$ cat config.mk
export PLATFORM = sky130hd
export DESIGN_NAME = pc_sequencer
export DESIGN_NICKNAME = d
export VERILOG_FILES = /design/src/rtl/pc_sequencer.sv
export SDC_FILE = /design/constraint.sdc
export NUM_CORES = 1
export LEC_CHECK = 0
export ABC_AREA = 1
export CORE_MARGIN = 4
export CORE_UTILIZATION = 30
export CTS_BUF_LIST = sky130_fd_sc_hd__clkbuf_4
export DETAILED_ROUTE_END_ITERATION = 6
export SLEW_MARGIN = 20
export SYNTH_ARGS = -nofsm -noshare
export SYNTH_HDL_FRONTEND = slang
export SYNTH_SLANG_ARGS = --single-unit
$ cat constraint.sdc
create_clock -name clock -period 1.95 [get_ports clock]
set_input_delay 0.39 -clock clock [delete_from_list [all_inputs] [get_ports clock]]
set_output_delay 0.39 -clock clock [all_outputs]
set_load 0.02 [all_outputs]
$ cat src/rtl/pc_sequencer.sv
// Fetch/decode/execute sequencer: drives the PC control pins and the instruction-fetch
// handshake, resolves JMP/BRZ/HLT locally and hands every other opcode to the execute unit.
module pc_sequencer #(
    parameter int         PC_LAT      = 2,
    parameter int         MEM_TIMEOUT = 16,
    parameter logic [3:0] OP_JMP      = 4'hC,
    parameter logic [3:0] OP_BRZ      = 4'hD,
    parameter logic [3:0] OP_HLT      = 4'hF
) (
    input  logic        clock,
    input  logic        reset_n,
    input  logic        start,
    input  logic        mem_ack,
    input  logic [15:0] mem_rdata,
    input  logic        zero_flag,
    input  logic        exec_done,
    output logic        ldPC,
    output logic        PCinc,
    output logic [11:0] add,
    output logic        mem_req,
    output logic [15:0] ir,
    output logic        ir_valid,
    output logic        exec_start,
    output logic        halted,
    output logic        fault
);

    typedef enum logic [3:0] {
        IDLE, SETTLE, FETCH, DECODE, EXEC, INC, JUMP, HALT, FAULT
    } state_t;

    localparam logic [1:0] PC_CLEAR = 2'b00;
    localparam logic [1:0] PC_INC   = 2'b01;
    localparam logic [1:0] PC_LOAD  = 2'b10;
    localparam logic [1:0] PC_HOLD  = 2'b11;

    localparam int CNT_MAX = (PC_LAT > MEM_TIMEOUT) ? PC_LAT : MEM_TIMEOUT;
    localparam int CNT_W   = $clog2(CNT_MAX + 1);

    state_t           state, next;
    logic [CNT_W-1:0] cnt;
    logic [1:0]       pcctl_d;
    logic             mem_req_d, ir_valid_d, exec_start_d, halted_d, fault_d;

    always_ff @(posedge clock or negedge reset_n) begin
        if (!reset_n) state <= IDLE;
        else          state <= next;
    end

    // Shared dwell counter: restarts on every state change, used by SETTLE and FETCH only.
    always_ff @(posedge clock or negedge reset_n) begin
        if (!reset_n)                              cnt <= '0;
        else if (next != state)                    cnt <= '0;
        else if (state == SETTLE || state == FETCH) cnt <= cnt + CNT_W'(1);
    end

    always_comb begin
        next = state;
        case (state)
            IDLE:   if (start) next = SETTLE;
            SETTLE: if (cnt == CNT_W'(PC_LAT - 1)) next = FETCH;
            FETCH: begin
                // An ack arriving in the last allowed cycle still completes the fetch.
                if (mem_ack)                                next = DECODE;
                else if (cnt == CNT_W'(MEM_TIMEOUT - 1))    next = FAULT;
            end
            DECODE: begin
                if (ir[15:12] == OP_HLT)      next = HALT;
                else if (ir[15:12] == OP_JMP) next = JUMP;
                else if (ir[15:12] == OP_BRZ) next = zero_flag ? JUMP : INC;
                else                          next = EXEC;
            end
            EXEC:       if (exec_done) next = INC;
            INC, JUMP:  next = SETTLE;
            HALT:       if (start) next = INC;
            FAULT:      next = FAULT;
            default:    next = IDLE;
        endcase

        // Outputs are decoded from the next state so the registered copies line up with it.
        pcctl_d = PC_HOLD;
        case (next)
            IDLE:    pcctl_d = PC_CLEAR;
            INC:     pcctl_d = PC_INC;
            JUMP:    pcctl_d = PC_LOAD;
            default: pcctl_d = PC_HOLD;
        endcase
        mem_req_d    = (next == FETCH);
        ir_valid_d   = (next == EXEC);
        exec_start_d = (next == EXEC) && (state != EXEC);
        halted_d     = (next == HALT);
        fault_d      = (next == FAULT);
    end

    always_ff @(posedge clock or negedge reset_n) begin
        if (!reset_n) begin
            {ldPC, PCinc} <= PC_CLEAR;
            add           <= '0;
            mem_req       <= 1'b0;
            ir            <= '0;
            ir_valid      <= 1'b0;
            exec_start    <= 1'b0;
            halted        <= 1'b0;
            fault         <= 1'b0;
        end else begin
            {ldPC, PCinc} <= pcctl_d;
            mem_req       <= mem_req_d;
            ir_valid      <= ir_valid_d;
            exec_start    <= exec_start_d;
            halted        <= halted_d;
            fault         <= fault_d;
            if (state == FETCH && mem_ack) ir  <= mem_rdata;
            if (next == JUMP)              add <= ir[11:0];
        end
    end

endmodule

* Word-level counts from Yosys, hierarchy flattened
Cells that the tools add are included.
** Word-level totals
- Logic and storage cells :: 54
- Register bits :: 44
- Input port bits :: 22
** Operators by class
- Reductions and logical operators :: 7
- Eq/ne operators :: 21
- Mux-type cells :: 14
- Add/subtract/negate cells :: 1
** Operator list (count)
- equality test 4 x 3 -> 1 bit (second input constant) :: 8
- one-hot mux 4 bit (8 select lines) :: 1
- two-way mux 4 bit :: 6
- equality test 4 bit (second input constant) :: 5
- equality test 4 x 2 -> 1 bit (second input constant) :: 3
- two-way mux 5 bit :: 2
- zero test 4 bit :: 2
- two-way mux 2 bit :: 4
- one-hot mux 2 bit (3 select lines) :: 1
- adder 5 x 1 -> 5 bit (second input constant) :: 1
- equality test 5 x 1 -> 1 bit (second input constant) :: 1
- equality test 5 x 4 -> 1 bit (second input constant) :: 1
- equality test 4 x 1 -> 1 bit (second input constant) :: 1
- inequality test 4 x 3 -> 1 bit (second input constant) :: 1
- inequality test 4 bit :: 1
- logical AND 1 bit :: 2
- nonzero test 2 bit :: 1
- OR reduction 2 bit :: 1
- logical OR 1 bit :: 1

* Logic depth before layout (Yosys ltp)
Gate-level depths: netlist of run 1.
- Depth in word-level cells :: 7
- Depth in mapped cells :: 12
- Depth with buffers taken out :: 12

* Least setup slack after synthesis of run 1
Ideal clock, no wire load.
- Path type :: register to register
- From :: reg cnt[0]
- To :: reg add[0]
- Stages on the path, launching flop included :: 12
- Library setup time :: 117 ps
- Setup slack :: 247 ps
- Arrival :: 1585 ps
- Cell sequence :: dfrtp_1 ha_1 nand2_1 nor2_1 ha_1 o21bai_1 nand2_2 nand3_4 nand3_4 buf_8 nand2_2 o21ai_2
** On the way
- Word-level cells in the longest chain between the ends :: 5
- Elaborated cells between the ends (all ways) :: 7
** Ends and longest elaborated chain
- start: declaration :: line 41 : logic [CNT_W-1:0] cnt;
- start signal: assignment :: line 54 : else if (state == SETTLE || state == FETCH) cnt <= cnt + CNT_W'(1);
- equality test 5 x 4 -> 1 bit :: line 65 : else if (cnt == CNT_W'(MEM_TIMEOUT - 1)) next = FAULT;
- two-way mux 4 bit :: line 65
- two-way mux 4 bit :: line 64 : if (mem_ack) next = DECODE;
- one-hot mux 4 bit (8 select lines) * :: line 59 : case (state)
- net next[1] :: line 40 : state_t state, next;
- equality test 4 x 3 -> 1 bit * :: line 113 : if (next == JUMP) add <= ir[11:0];
- end signal: assignment :: line 113
- end: declaration :: line 19 : output logic [11:0] add,
Mark *: on every way through the listed nets, which the timed path passes. The rest lies on a longest branch.
A chain may end at the register's enable or synchronous reset.

* Worst setup path in the final report of run 1
- From :: reg cnt[0]
- To :: reg add[2]
Same word-level chain as after synthesis.

==> results.py, run 1 <==
metrics = {
    "run_status": {
        "outcome": "complete, no violations",
    },
    "cells_and_area": {
        "area_growth_pct": 39.5,
        "drive_gt1_frac": 0.226,
        "nNetsFinal": 325,
        "regArea_um2": 1100,
        "multi_input_area_um2": 867,
        "fillers": 683,
        "antennaDiodeCount": 0,
    },
    "cts": {
        "clock_path_buffers": 2,
        "numCtsBuffers": 5,
        "clk_latency_ns": 0.35,
        "h-tree-depth": 2,
        "clock-sinks": 44,
        "clockRootBuffer": "clkbuf_4",
        "clk_pin_slew_ns": 0.13,
        "cts_tree": "yes",
    },
    "worst_setup_path": {
        "cp-end-kind": "flop",
        "cp-start-kind": "flop",
        "critPathBufInv": 1,
        "worstSetupPathType": "reg -> reg",
        "crit_family": "simple AND/OR/NAND/NOR gates",
        "cp_max_fo": 6,
        "cp.required_ns": 2.20,
        "worstPathArrival_ns": 2.06,
        "cp_slowest_stage_delay_ns": 0.43,
        "slowest_stage": "dfrtp_1",
        "worstPathCellList": "ha_2 > nand2_1 > nor2_1 > ha_1 > o21bai_1 > nand2_2 > nand3_4 > nand3_4 > clkbuf_16 > nand2_2 > o21ai_2",
    },
    "global_routing": {
        "overflow": 0,
        "grt_max_degree": 31,
        "first_global_vias": 1745,
        "grt_first_pass_wirelength_um": 8190,
        "antenna_found_initial": 0,
        "grt_usage": 0.120,
    },
    "synth": {
        "synth-edff-count": 0,
        "syn_inst": 231,
        "synth_fp_nets": 256,
        "ys_top_cells_by_area": "dfrtp_1, nand2_1, inv_1",
        "yosysMostFrequentCell": "nand2_1",
        "ys_seq_area_frac": 0.514,
        "synth_top_flop_cell": "dfrtp_1",
        "ys_seq_elements": 44,
        "synthArstFlopShare": 1.00,
        "synth_area_per_cell_um2": 9.27,
        "ys_warn_count": 0,
        "synth_common_cells": "nand2_1, dfrtp_1, inv_1, o21ai_0",
        "synth_top_area_frac": 0.514,
        "syn_area_um2": 2140,
        "synth.largest_area_cell": "dfrtp_1",
        "synth.distinct_cells": 28,
    },
    "timing": {
        "tns_ns": 0,
        "clock.fmax_ghz": 0.551,
        "finalClockSkew_ns": 0.00843,
        "post-route-period-util": 0.930,
        "slew-limit-headroom": 0.699,
        "worst_pin_slew_ns": 0.451,
        "drv_slew": 0,
        "setup_violations": 0,
        "layout_min_cycle_time_ns": 1.81,
        "hold_viol_final": 0,
        "hold_ws_ns": 0.498,
    },
    "pwr": {
        "p_total_mw": 4.20,
        "power-per-cell-area_nw_per_um2": 1410,
        "power_leakage_nw": 1.36,
        "worst_ir_drop_vdd_mv": 0.835,
    },
    "routing": {
        "num_vias": 1688,
        "viasPerCell": 4.25,
        "wirelength_um": 4890,
        "post-route-drc-count": 0,
        "first_pass_iters": 4,
        "drtIter0Drc": 41,
        "routedWlPerCell_um": 12.3,
        "final_antenna_net_count": 0,
    },
    "flow_run": {
        "max_cap_violations": 0,
    },
    "floorplanning": {
        "io_pins": 57,
        "coreArea_um2": 6870,
        "die_x_um": 92.5,
        "die_y_um": 92.5,
        "std_cell_rows": 30,
        "start_util": 0.312,
        "die_area_um2": 8550,
    },
    "place": {
        "portBuffers": 56,
        "gp_congestion": 0.814,
        "hpwlAfterDp_um": 3440,
    },
    "worst_hold_path": {
        "hp-class": "in -> async",
    },
}
cells in the final DEF, fill, tap and decap left out, types with 3 or more instances in the layout:
cell / count
nor2_2: 6
nand2_1: 48
inv_1: 28
xor2_1: 3
buf_4: 5
inv_2: 7
clkdlybuf4s50_1: 55
nor3_1: 7
nor2_4: 4
nor2_1: 11
nand4_1: 3
o21ai_0: 16
nand3_4: 3
dfrtp_1: 44
nand2_2: 10
o21ai_2: 12
nand3_1: 7
clkbuf_4: 5
stage by stage:
stage	cells	worst slack [ns]	utilization	cell area (µm²)
floorplan	231	0.247	-	2140
global placement	383	0.135	0.412	2830
detailed placement	383	0.107	0.412	2830
CTS	392	0.0940	0.421	2890
global route	397	-0.00902	0.435	2990
finish	397	0.136	0.435	2990
flip-flops by register name, summed over array words and instances (netlist names):
register	flops
fault	1
exec_start	1
ir	16
cnt	5
ir_valid	1
mem_req	1
add	12
halted	1
PCinc	1
ldPC	1
state	4
worst reg2reg max path, delay by kind of cell (launching register included):
kind,cells,cell delay [ns]
AO/OA/AOI/OAI,2,0.20
adder cells (fa/ha/maj),2,0.38
buffers and inverters,1,0.20
flip-flops,1,0.43
AND/OR/NAND/NOR,6,0.53
final timing paths:
kind	startpoint	slack, ns	end	depth (start not counted)
max in group asynchronous	reset_n	0.87	add[4]	3
setup reg to reg	cnt[0]	0.14	add[2]	11
hold reg to reg	add[6]	0.50	add[6]	2
min in group clock	add[6]	0.50	add[6]	2
hold / removal	reset_n	0.50	cnt[2]	2
setup / recovery	cnt[0]	0.14	add[2]	11
cell type report:
| cell class | count | area share |
|---|---|---|
| multi-input cells | 145 | 0.290 |
| well taps | 96 | 0.0402 |
| clock inverters | 3 | 0.00461 |
| repair buffers | 67 | 0.236 |
| flip-flops and latches | 44 | 0.369 |
| clock buffers | 5 | 0.0126 |
| inverters | 37 | 0.0474 |
where the power goes:
part	leakage, nW	internal [mW]	switching (mW)
clock	0.0324	0.133	0.290
sequential	0.565	1.27	0.233
combinational	0.760	0.992	1.28
total	1.36	2.39	1.81
metal layers:
| layer | up-vias | track usage | share of wire |
|---|---|---|---|
| li1 | 861 | - | - |
| met1 | 778 | 0.151 | 0.45 |
| met2 | 44 | 0.195 | 0.46 |
| met3 | 5 | 0.0447 | 0.078 |
| met4 | 0 | 0.0297 | 0.010 |
| met5 | - | 0 | 0 |
logic make-up after synthesis:
| family | after synthesis | share of synthesized area |
|---|---|---|
| fa+ha+maj | 3 | 0.0175 |
| simple gates | 106 | 0.262 |
| flops | 44 | 0.514 |
| xor+xnor | 3 | 0.0123 |
| compound gates | 33 | 0.106 |
| buf+inv | 42 | 0.0877 |
timing repair:
action,4_1_cts,5_1_grt
setup endpoints to repair,0,16
hold buffers,1,0
gates resized for setup,0,4
hold endpoints to repair,17,0
buffers inserted,0,2
No activity file was read; power rests on OpenSTA's default activity.
==> run 2: changes to the inputs <==
--- a/config.mk
+++ b/config.mk
@@ -6,7 +6,7 @@
 export NUM_CORES = 1
 export LEC_CHECK = 0
 export ABC_AREA = 1
-export CORE_MARGIN = 4
+export CORE_MARGIN = 8
 export CORE_UTILIZATION = 30
 export CTS_BUF_LIST = sky130_fd_sc_hd__clkbuf_4
 export DETAILED_ROUTE_END_ITERATION = 6
==> results.py, run 2 (synthesis gave the netlist of run 1 again) <==
metrics = {
    "place": {
        "post_dp_cell_area_um2": 2840,
        "portBuffers": 56,
        "gp_congestion": 0.825,
        "numPlacedInstances": 384,
        "hpwlAfterDp_um": 3740,
    },
    "pwr": {
        "comb_power_share": 0.524,
        "clkPwrFrac": 0.132,
        "p_int_mw": 2.52,
        "power_leakage_nw": 1.34,
        "p_seq_frac": 0.344,
        "p_sw_frac": 0.421,
        "worst_ir_drop_vdd_mv": 0.720,
        "power-per-cell-area_nw_per_um2": 1470,
        "p_total_mw": 4.35,
        "power.switching_mw": 1.83,
    },
    "cells_and_area": {
        "drive_gt1_frac": 0.211,
        "antennaDiodeCount": 0,
        "largestRegisters": "ir x16, add x12, cnt x5",
        "area_growth_pct": 37.7,
        "final_cell_area_um2": 2950,
        "largest_reg_flops": 16,
        "final_cells": 394,
        "layout_common_cells": "clkdlybuf4s50_1, nand2_1, dfrtp_1, inv_1, o21ai_0",
        "nNetsFinal": 322,
        "fillers": 682,
        "utilization": 0.429,
        "final_common_cell": "clkdlybuf4s50_1",
        "regMostFlops": "ir",
    },
    "routing": {
        "post-route-drc-count": 0,
        "drtIter0Drc": 55,
        "wl_met1_um": 2220,
        "wirelength_um": 4860,
        "wl_met3_um": 375,
        "first_pass_iters": 4,
        "num_vias": 1668,
        "viasPerCell": 4.23,
        "routedWlPerCell_um": 12.3,
        "wl_met2_um": 2200,
        "final_antenna_net_count": 0,
        "routed.top_layer": "met4",
    },
    "floorplanning": {
        "die_x_um": 100,
        "start_util": 0.312,
        "die_area_um2": 10100,
        "io_pins": 57,
        "coreArea_um2": 6870,
        "die_y_um": 100,
        "std_cell_rows": 30,
    },
    "worst_setup_path": {
        "cp-end-kind": "flop",
        "cp.required_ns": 2.22,
        "worstPathArrival_ns": 2.06,
        "cp_max_fo": 25,
        "worstSetupPathType": "reg -> reg",
        "cp-start-kind": "flop",
    },
    "cts": {
        "clk_latency_ns": 0.36,
        "clock-sinks": 44,
        "clock_path_buffers": 2,
        "clockRootBuffer": "clkbuf_4",
        "clk_pin_slew_ns": 0.13,
        "cts_tree": "yes",
        "h-tree-depth": 2,
        "numCtsBuffers": 5,
    },
    "timing": {
        "hold_viol_final": 0,
        "finalClockSkew_ns": 0.00659,
        "tns_ns": 0,
        "post-route-period-util": 0.918,
        "setup_violations": 0,
        "slew-limit-headroom": 0.813,
        "clock.fmax_ghz": 0.559,
        "layout_min_cycle_time_ns": 1.79,
        "drv_slew": 0,
        "worst_pin_slew_ns": 0.278,
    },
    "global_routing": {
        "overflow": 0,
        "grt_usage": 0.104,
        "grt_max_degree": 26,
        "antenna_found_initial": 0,
        "first_global_vias": 1749,
        "grt_first_pass_wirelength_um": 8250,
    },
    "worst_hold_path": {
        "hp-class": "reg -> reg",
    },
    "flow_run": {
        "max_cap_violations": 0,
    },
    "run_status": {
        "outcome": "complete, no violations",
    },
}
-- run 2: changes by cell type in the layout (fill, tap and decap cells not counted) --
| cell | delta |
|---|---|
| clkbuf_16 | -2 |
| clkinv_2 | -2 |
| bufinv_16 | +1 |
| buf_6 | -1 |
| nor2_1 | +1 |
| ha_2 | -1 |
| ha_1 | +1 |
| clkinv_4 | +1 |
| nor2_2 | -1 |
-- run 2: final timing paths --
kind	endpoint	slack, ns	cells past startpoint	startpoint
hold reg to reg	add[5]	0.50	2	add[5]
min in group asynchronous	ir[12]	0.55	3	reset_n
max in group asynchronous	state[2]	1.16	3	reset_n
hold / removal	add[5]	0.50	2	add[5]
setup / recovery	add[6]	0.16	11	cnt[0]
setup reg to reg	add[6]	0.16	11	cnt[0]
-- run 2: metal layers --
metal,GRT usage,up-vias
met1,0.127,758
met4,0.0360,0
met2,0.157,47
met5,0,-
met3,0.0442,7
li1,-,856
-- run 2: critical path: stages, from the launching register on --
cell      delay, ns
dfrtp_1        0.41
ha_1           0.21
nand2_1        0.07
nor2_1         0.04
ha_1           0.19
o21bai_1       0.17
nand2_2        0.11
nand3_4        0.12
nand3_4        0.08
buf_12         0.17
nand2_1        0.08
o21ai_2        0.05
-- run 2: layout make-up --
cell class / count / area (µm²) / share of cell area
tap: 96 / 120 / 0.0407
sequential: 44 / 1100 / 0.374
inverter: 37 / 141 / 0.0480
clock buffer: 5 / 37.5 / 0.0127
clock inverter: 3 / 42.5 / 0.0144
multi-input combinational: 145 / 862 / 0.292
timing repair buffer: 64 / 643 / 0.218
-- run 2: metrics by stage --
step,hold slack (ns),worst slack (ns)
2_1_floorplan,0.0944,0.247
3_3_place_gp,0.397,0.151
3_5_place_dp,0.410,0.100
4_1_cts,0.508,0.117
5_1_grt,0.534,-0.0106
6_report,0.502,0.160
-- run 2: power groups by stage --
stage / logic (mW) / registers (mW) / clock network [mW]
6_report: 2.28 / 1.50 / 0.574
5_1_grt: 2.48 / 1.55 / 0.639
4_1_cts: 2.29 / 1.51 / 0.601
3_5_place_dp: 2.28 / 1.52 / 0
3_3_place_gp: 2.26 / 1.52 / 0
2_1_floorplan: 0.912 / 1.91 / 0
-- run 2: what timing repair did --
| item | in CTS | in global routing |
|---|---|---|
| setup endpoints to repair | 0 | 5 |
| setup buffers | 0 | 1 |
| hold endpoints to repair | 28 | 0 |
| hold buffers | 1 | 0 |
| resized for setup | 0 | 2 |
